===== config.mk =====
export PLATFORM = sky130hd
export DESIGN_NAME = sp_minmax_reduce
export DESIGN_NICKNAME = d
export VERILOG_FILES = /design/src/rtl/sp_minmax_reduce.sv
export SDC_FILE = /design/constraint.sdc
export NUM_CORES = 1
export LEC_CHECK = 0
export ABC_AREA = 1
export CAP_MARGIN = 20
export CORE_UTILIZATION = 47
export CTS_CLUSTER_DIAMETER = 200
export CTS_CLUSTER_SIZE = 25
export DETAILED_ROUTE_END_ITERATION = 8
export GPL_TIMING_DRIVEN = 0
export HOLD_SLACK_MARGIN = 0.08
export PLACE_DENSITY = 0.85
export SLEW_MARGIN = 5
export SYNTH_ARGS = -nofsm -noshare
export SYNTH_HDL_FRONTEND = slang
export SYNTH_SLANG_ARGS = --single-unit
export TNS_END_PERCENT = 1

===== constraint.sdc =====
create_clock -name clk -period 4.7 [get_ports clk]
set_clock_uncertainty 0.1 [all_clocks]
set_input_delay 0.94 -clock clk [delete_from_list [all_inputs] [get_ports clk]]
set_output_delay 0.94 -clock clk [all_outputs]
set_load 0.01 [all_outputs]

===== src/rtl/sp_minmax_reduce.sv =====
// FP32 min/max vector reduction sequencer: streams N elements through an
// external single-precision min/max comparator and returns one result plus sticky invalid.
module sp_minmax_reduce #(
    parameter int unsigned LEN_W     = 16,
    parameter logic [31:0] CANON_NAN = 32'h7fc0_0000
) (
    input  logic             clk,
    input  logic             rst,
    input  logic             cfg_valid,
    output logic             cfg_ready,
    input  logic [LEN_W-1:0] cfg_len,
    input  logic             cfg_op,
    input  logic             in_valid,
    output logic             in_ready,
    input  logic [31:0]      in_data,
    output logic             out_valid,
    input  logic             out_ready,
    output logic [31:0]      out_data,
    output logic             out_invalid,
    output logic             cmp_start,
    output logic [31:0]      cmp_operand_a,
    output logic [31:0]      cmp_operand_b,
    output logic [2:0]       cmp_func3,
    input  logic [31:0]      cmp_result,
    input  logic             cmp_flag_invalid,
    input  logic             cmp_done
);

    localparam int unsigned DATA_W = 32;

    typedef enum logic [2:0] {
        S_IDLE    = 3'd0,
        S_FIRST   = 3'd1,
        S_WAIT_IN = 3'd2,
        S_CMP     = 3'd3,
        S_OUT     = 3'd4
    } state_t;

    state_t             r_state;
    state_t             w_state_nxt;
    logic [DATA_W-1:0]  r_acc;
    logic [DATA_W-1:0]  w_acc_nxt;
    logic [DATA_W-1:0]  r_elem;
    logic [DATA_W-1:0]  w_elem_nxt;
    logic [LEN_W-1:0]   r_remaining;
    logic [LEN_W-1:0]   w_remaining_nxt;
    logic               r_op;
    logic               w_op_nxt;
    logic               r_sticky;
    logic               w_sticky_nxt;

    logic               r_cfg_ready;
    logic               r_in_ready;
    logic               r_out_valid;
    logic [DATA_W-1:0]  r_out_data;
    logic               r_out_invalid;
    logic               r_cmp_start;

    logic               w_cfg_ready_nxt;
    logic               w_in_ready_nxt;
    logic               w_out_valid_nxt;
    logic [DATA_W-1:0]  w_out_data_nxt;
    logic               w_out_invalid_nxt;
    logic               w_cmp_start_nxt;

    logic               w_in_nan;
    logic               w_in_snan;

    // Only the first element bypasses the comparator, so it is classified here.
    assign w_in_nan  = (in_data[30:23] == 8'hFF) && (in_data[22:0] != 23'd0);
    assign w_in_snan = w_in_nan && !in_data[22];

    // Next-state, datapath and output decode.
    always_comb begin
        w_state_nxt     = r_state;
        w_acc_nxt       = r_acc;
        w_elem_nxt      = r_elem;
        w_remaining_nxt = r_remaining;
        w_op_nxt        = r_op;
        w_sticky_nxt    = r_sticky;

        unique case (r_state)
            S_IDLE: begin
                if (cfg_valid) begin
                    w_op_nxt     = cfg_op;
                    w_sticky_nxt = 1'b0;
                    if (cfg_len == LEN_W'(0)) begin
                        w_acc_nxt   = CANON_NAN;
                        w_state_nxt = S_OUT;
                    end else begin
                        w_remaining_nxt = LEN_W'(cfg_len - LEN_W'(1));
                        w_state_nxt     = S_FIRST;
                    end
                end
            end
            S_FIRST: begin
                if (in_valid) begin
                    w_acc_nxt    = w_in_nan ? CANON_NAN : in_data;
                    w_sticky_nxt = r_sticky | w_in_snan;
                    w_state_nxt  = (r_remaining == LEN_W'(0)) ? S_OUT : S_WAIT_IN;
                end
            end
            S_WAIT_IN: begin
                if (in_valid) begin
                    w_elem_nxt  = in_data;
                    w_state_nxt = S_CMP;
                end
            end
            S_CMP: begin
                if (cmp_done) begin
                    w_acc_nxt       = cmp_result;
                    w_sticky_nxt    = r_sticky | cmp_flag_invalid;
                    w_remaining_nxt = LEN_W'(r_remaining - LEN_W'(1));
                    w_state_nxt     = (r_remaining == LEN_W'(1)) ? S_OUT : S_WAIT_IN;
                end
            end
            S_OUT: begin
                if (out_ready) begin
                    w_state_nxt = S_IDLE;
                end
            end
            default: begin
                w_state_nxt = S_IDLE;
            end
        endcase

        // Outputs are registered from the next state so they track it without a cycle lag.
        w_cfg_ready_nxt   = (w_state_nxt == S_IDLE);
        w_in_ready_nxt    = (w_state_nxt == S_FIRST) || (w_state_nxt == S_WAIT_IN);
        w_out_valid_nxt   = (w_state_nxt == S_OUT);
        w_cmp_start_nxt   = (w_state_nxt == S_CMP);
        w_out_data_nxt    = (w_state_nxt == S_OUT) ? w_acc_nxt : '0;
        w_out_invalid_nxt = (w_state_nxt == S_OUT) ? w_sticky_nxt : 1'b0;
    end

    // State, datapath and output registers.
    always_ff @(posedge clk or posedge rst) begin
        if (rst) begin
            r_state       <= S_IDLE;
            r_acc         <= '0;
            r_elem        <= '0;
            r_remaining   <= '0;
            r_op          <= 1'b0;
            r_sticky      <= 1'b0;
            r_cfg_ready   <= 1'b1;
            r_in_ready    <= 1'b0;
            r_out_valid   <= 1'b0;
            r_out_data    <= '0;
            r_out_invalid <= 1'b0;
            r_cmp_start   <= 1'b0;
        end else begin
            r_state       <= w_state_nxt;
            r_acc         <= w_acc_nxt;
            r_elem        <= w_elem_nxt;
            r_remaining   <= w_remaining_nxt;
            r_op          <= w_op_nxt;
            r_sticky      <= w_sticky_nxt;
            r_cfg_ready   <= w_cfg_ready_nxt;
            r_in_ready    <= w_in_ready_nxt;
            r_out_valid   <= w_out_valid_nxt;
            r_out_data    <= w_out_data_nxt;
            r_out_invalid <= w_out_invalid_nxt;
            r_cmp_start   <= w_cmp_start_nxt;
        end
    end

    assign cfg_ready     = r_cfg_ready;
    assign in_ready      = r_in_ready;
    assign out_valid     = r_out_valid;
    assign out_data      = r_out_data;
    assign out_invalid   = r_out_invalid;
    assign cmp_start     = r_cmp_start;
    assign cmp_operand_a = r_acc;
    assign cmp_operand_b = r_elem;
    assign cmp_func3     = {2'b00, r_op};

endmodule

==> flow_metrics.tcl, run 1 <==
set metrics [dict create \
    synth_area_leaders "dfrtp_1 49%, nand2_1 9.3%, nand3_1 6.1%" \
    dieArea_um2 13600 \
    ant_nets 0 \
    postCtsSetupBuffers 0 \
    num_rows 41 \
    avgSynthCellArea_um2 8.53 \
    ys_ff_latch 122 \
    crit_path_start_kind "input pin" \
    synth-main-ff-cell "dfrtp_1" \
    final.min_clock_period_ns 2.62 \
    wl_per_cell_um 16.7 \
    cts.path.max_buffers 2 \
    final.setup.worst_slack_ns 2.08 \
    fin_nets 1028 \
    pwr-share-comb_pct 44.7 \
    grt_pass1_vias 5812 \
    r2r_start "r_state[2]" \
    cts.sinks 122 \
    antenna_cells 0 \
    place.gp.congestion 0.921 \
    mostFrequentLayoutCell "clkdlybuf4s50_1" \
    end_kind "flip-flop" \
    totalWireLength_mm 18.8 \
    cp_max_fo 10 \
    area_growth_pct 44.4 \
    max_freq_ghz 0.382 \
    min-delay-path-class "reg -> reg" \
    r2r_setup_slack_ns 2.80 \
    p_switching_mw 2.06 \
    antenna_found_initial 0 \
    final_cell_area_um2 8940 \
    fin_crit_sh_pct 55.7 \
    path_class "in -> reg" \
    hpwl_mm 13.3 \
    powerDensity_nw_per_um2 611 \
    drcViolationCount 0 \
    grt_overflow 0 \
    power.leakage_nw 4.35 \
    yosysSeqAreaShare_pct 49.3 \
    start_util_pct 48.7 \
    final-seq-area_um2 3050 \
    ios 192 \
    tightest_slew_ns 0.526 \
    synth-edff-count 0 \
    holdPathEnd "cmp_operand_b[22]" \
    cts_tree "done" \
    synth-async-reset-ratio_pct 100 \
    multi_input_area_um2 2600 \
    path_clk_slew_ns 0.06 \
    place_area_um2 8340 \
    synth_area_um2 6190 \
    synth_top_area_share_pct 48.9 \
    ir_worst_vdd_v 0.000396 \
    setup_viol 0 \
    grt_usage_pct 29.2 \
    chipWidth_um 117 \
    cts_resized 0 \
    rsz0062_at_grt "false" \
    insertion_delay_ns 0.42 \
    clkPwrFrac_pct 24.7 \
    cts_root_buffer "clkbuf_16" \
    core_um2 12700 \
    cap_violations 0 \
    hold_viol 0 \
    slew_headroom_pct 65.0 \
    drt_pre_antenna_iters 7 \
    status "complete, no violations" \
    vias_per_cell 5.11 \
    fp.dieH_um 117 \
    yosysUniqueCellTypes 34 \
    grt_max_degree 80 \
    yosysTopAreaCell "dfrtp_1" \
    vias 5730 \
    htree_levels 4 \
    reg2regPathDepth 8 \
    grt_pass1_wl_mm 29.4 \
    drive_gt1_share_pct 17.2 \
    holdPathStages 2 \
    io_buffers 189 \
    min_from "cmp_operand_b[22]" \
    power_frac_seq_pct 30.6 \
    nFillCells 988 \
    p_sw_share_pct 37.8 \
    yosysWarnings 0 \
    crit_arrival_ns 2.83 \
    r2r-end "out_data[7]" \
    final_cell_mix "189 x clkdlybuf4s50_1, 153 x nand2_1, 121 x dfrtp_1" \
    critPathRequiredTime_ns 4.91 \
    dp_worst_setup_slack_ns 1.71 \
    hold_buffers 0 \
    cts_buffers 17 \
    p_int_mw 3.40 \
    drv_slew 0 \
    finish.utilization_pct 70.3 \
    first_iter_violations 313 \
    syn_inst 726 \
]
-- worst max path at each step --
| stage | startpoint | end | slack (ns) | cells after the start |
|---|---|---|---|---|
| 2_1_floorplan | rst | cmp_operand_a[0] | 0.42 | 1 |
| 3_3_place_gp | rst | cmp_operand_b[24] | -1.37 | 2 |
| 3_5_place_dp | cfg_len[0] | out_data[11] | 1.71 | 12 |
| 4_1_cts | cfg_len[0] | out_data[16] | 2.12 | 13 |
| 5_1_grt | cfg_len[0] | r_remaining[3] | 1.97 | 11 |
| 6_report | cfg_len[0] | out_data[7] | 2.08 | 13 |
-- critical path, stage by stage --
cell and delay (ns):
clkdlybuf4s50_1 0.40, inv_1 0.13, ha_1 0.24, nand3_2 0.17, nor2_4 0.19, nand2_2 0.08
nand2_2 0.10, nand2_2 0.11, buf_6 0.18, nand2_2 0.07, nand3_2 0.07, nand2_1 0.08
inv_1 0.05
-- final cells by class --
type	instances	share of cell area, %
plain buffers	26	1.86
clock buffers	22	5.19
clock inverters	10	1.58
inverters	100	4.28
multi-input cells	479	29.1
flip-flops and latches	122	34.2
well taps	172	2.41
repair buffers	190	21.5
-- routing by layer --
| layer | track usage [%] | share of wire (%) | vias up | wire length [um] |
|---|---|---|---|---|
| met5 | 0 | 0 | - | 0 |
| met4 | 13.8 | 3.6 | 0 | 677 |
| li1 | - | - | 2729 | - |
| met1 | 34.8 | 40 | 2726 | 7450 |
| met3 | 9.11 | 7.1 | 47 | 1340 |
| met2 | 48.4 | 50 | 228 | 9290 |
-- synthesized netlist by cell type, drive strengths merged, types with 2 or more instances --
library cell  number
nand2            176
dfrtp            121
inv              100
nand3             99
nor2              76
o21ai             49
mux2              32
buf               22
a21oi             16
nand4              8
xor2               6
clkbuf             4
ha                 4
nor3               3
o21bai             2
xnor2              2
-- registers in the layout (all words and copies together), names as in the netlist --
register       cells
cfg_ready          1
cmp_operand_a     32
r_op               1
out_valid          1
out_invalid        1
cmp_start          1
cmp_operand_b     32
r_sticky           1
r_remaining       16
out_data          32
in_ready           1
r_state            3
-- power by group through the flow --
stage / Combinational (mW) / Sequential (mW) / Clock, mW
detailed placement: 2.40 / 1.67 / 0
finish: 2.44 / 1.67 / 1.35
floorplan: 1.27 / 1.77 / 0
global route: 2.67 / 1.72 / 1.41
CTS: 2.44 / 1.67 / 1.36
global placement: 2.35 / 1.67 / 0
-- metrics by stage --
step / std cells / setup TNS (ns) / hold WS, ns / total power, mW
6_report: 1121 / 0 / 0.400 / 5.46
5_1_grt: 1121 / 0 / 0.419 / 5.79
4_1_cts: 1121 / 0 / 0.400 / 5.47
3_5_place_dp: 1089 / 0 / 0.388 / 4.07
3_3_place_gp: 1088 / -164.83 / 0.370 / 4.02
2_1_floorplan: 727 / 0 / 0.371 / 3.05
-- cells by family (layout without fill, tap and decap cells) --
group	count (synthesis)	count (layout)	share of synthesized area, %
xor+xnor	8	8	1.13
fa+ha+maj	4	4	0.808
flops	122	122	49.3
compound gates	69	69	5.82
buf+inv	126	348	8.79
simple gates	364	364	28.2
other cells	1	2	0.0606
mux	32	32	5.82
No activity file was read; power rests on OpenSTA's default activity.
==> inputs of run 2 (changes only) <==
Clock period 4.7 ns to 2.5 ns, I/O delays scaled along.
==> run 2 against run 1 <==
Compared with the run above:
- register-to-register slack lost 2.3 ns
- power grew 85%
- combinational power grew 88%
- cell count grew 0.27%
- clock power grew 76%
- critical path depth shrank 2
- non-clock buffer count grew 2
- count of clock-buffer cells in the layout shrank 3
- largest power group unchanged
==> flow_metrics.tcl, run 2 (same netlist as run 1, synthesis figures left out) <==
set metrics [dict create \
    fp.dieH_um 117 \
    grt_max_degree 40 \
    totalWireLength_mm 18.4 \
    nFillCells 1020 \
    final.min_clock_period_ns 2.16 \
    multi_input_area_um2 2600 \
    rsz0062_at_grt "false" \
    cts_tree "done" \
    grt_pass1_vias 5705 \
    grt_pass1_wl_mm 28.5 \
    path_class "in -> reg" \
    mostFrequentLayoutCell "clkdlybuf4s50_1" \
    drt-met1-wl_mm 7.37 \
    cts_buffers 17 \
    cts.path.max_buffers 2 \
    wl_met2_mm 9.13 \
    drv_slew 0 \
    dp_worst_setup_slack_ns -0.0565 \
    power_frac_seq_pct 31.2 \
    final-seq-area_um2 3050 \
    cts_root_buffer "clkbuf_16" \
    postCtsSetupBuffers 0 \
    tightest_slew_ns 0.502 \
    chipWidth_um 117 \
    htree_levels 4 \
    hold_buffers 0 \
    cp_max_fo 4 \
    drive_gt1_share_pct 17.6 \
    vias 5695 \
    fin_crit_sh_pct 86.2 \
    final.setup.tns_ns 0 \
    dieArea_um2 13600 \
    drt_pre_antenna_iters 6 \
    crit_path_start_kind "input pin" \
    num_rows 41 \
    powerDensity_nw_per_um2 1130 \
    p_switching_mw 3.92 \
    status "complete, no violations" \
    fin_nets 1030 \
    hold_viol 0 \
    grt_usage_pct 28.2 \
    p_int_mw 6.19 \
    drcViolationCount 0 \
    area_growth_pct 44.5 \
    end_kind "flip-flop" \
    wl_met3_mm 1.34 \
    path_clk_slew_ns 0.06 \
    hpwl_mm 13.5 \
    reg2regPathDepth 10 \
    clkPwrFrac_pct 23.4 \
    start_util_pct 48.7 \
    slew_headroom_pct 66.5 \
    p_sw_share_pct 38.8 \
    final.setup.worst_slack_ns 0.345 \
    antenna_found_initial 0 \
    min-delay-path-class "in -> async" \
    core_um2 12700 \
    cts.sinks 122 \
    crit_arrival_ns 2.41 \
    first_iter_violations 380 \
    cap_violations 0 \
    place.gp.congestion 0.918 \
    ir_worst_vdd_v 0.000779 \
    vias_per_cell 5.07 \
    top_layer_used "met4" \
    insertion_delay_ns 0.41 \
    ios 192 \
    setup_viol 0 \
    ant_nets 0 \
    finish.utilization_pct 70.3 \
    grt_overflow 0 \
    pwr-share-comb_pct 45.4 \
    io_buffers 189 \
    critPathRequiredTime_ns 2.76 \
    p_total_mw 10.1 \
    power.leakage_nw 4.35 \
    max_freq_ghz 0.464 \
    wl_per_cell_um 16.4 \
    final_cell_mix "189 x clkdlybuf4s50_1, 153 x nand2_1, 121 x dfrtp_1" \
    cts_resized 0 \
]
==> run 2: path summary, 6_finish.rpt <==
check                      slack, ns          endpoint        startpoint
hold reg to reg                 0.40  cmp_operand_a[5]  cmp_operand_a[5]
max in group asynchronous       1.14          r_sticky               rst
hold / removal                  0.37      out_data[21]               rst
setup / recovery                0.34         cfg_ready        cfg_len[0]
min in group clk                0.40  cmp_operand_a[5]  cmp_operand_a[5]
setup reg to reg                0.54       out_data[5]   r_remaining[13]
==> run 2: final cells by class <==
| class | count | share of cell area [%] |
|---|---|---|
| antenna | 1 | 0.0280 |
| inverter | 100 | 4.27 |
| sequential | 122 | 34.1 |
| timing repair buffer | 192 | 21.8 |
| clock inverter | 13 | 1.48 |
| clock buffer | 19 | 4.95 |
| multi-input combinational | 479 | 29.0 |
| buffer | 26 | 1.86 |
| tap | 172 | 2.41 |
==> run 2: power by group through the flow <==
stage | logic (mW) | registers, mW | clock network, mW
detailed placement | 4.54 | 3.16 | 0
finish | 4.59 | 3.16 | 2.37
CTS | 4.59 | 3.15 | 2.40
floorplan | 2.39 | 3.33 | 0
global route | 4.99 | 3.24 | 2.47
global placement | 4.43 | 3.13 | 0
==> run 2: critical path, cell delays in order <==
cell	delay, ns
clkdlybuf4s50_1	0.40
inv_1	0.12
ha_1	0.24
nand3_2	0.17
nor2_4	0.18
nand2_2	0.08
a21oi_1	0.23
inv_1	0.11
nor2_1	0.23
inv_1	0.06
nor2_1	0.09
==> run 2: layer usage <==
layer	vias to the layer above	GRT usage [%]
li1	2729	-
met1	2704	33.5
met2	222	47.7
met3	40	8.96
met4	0	11.6
met5	-	0
==> run 2: metrics by stage <==
step | instance area, um2 | hold WS (ns) | cells
6_report | 8940 | 0.366 | 1124
5_1_grt | 8940 | 0.403 | 1123
4_1_cts | 8940 | 0.375 | 1123
3_5_place_dp | 8370 | 0.388 | 1091
3_3_place_gp | 8310 | 0.367 | 1088
2_1_floorplan | 6200 | 0.371 | 727
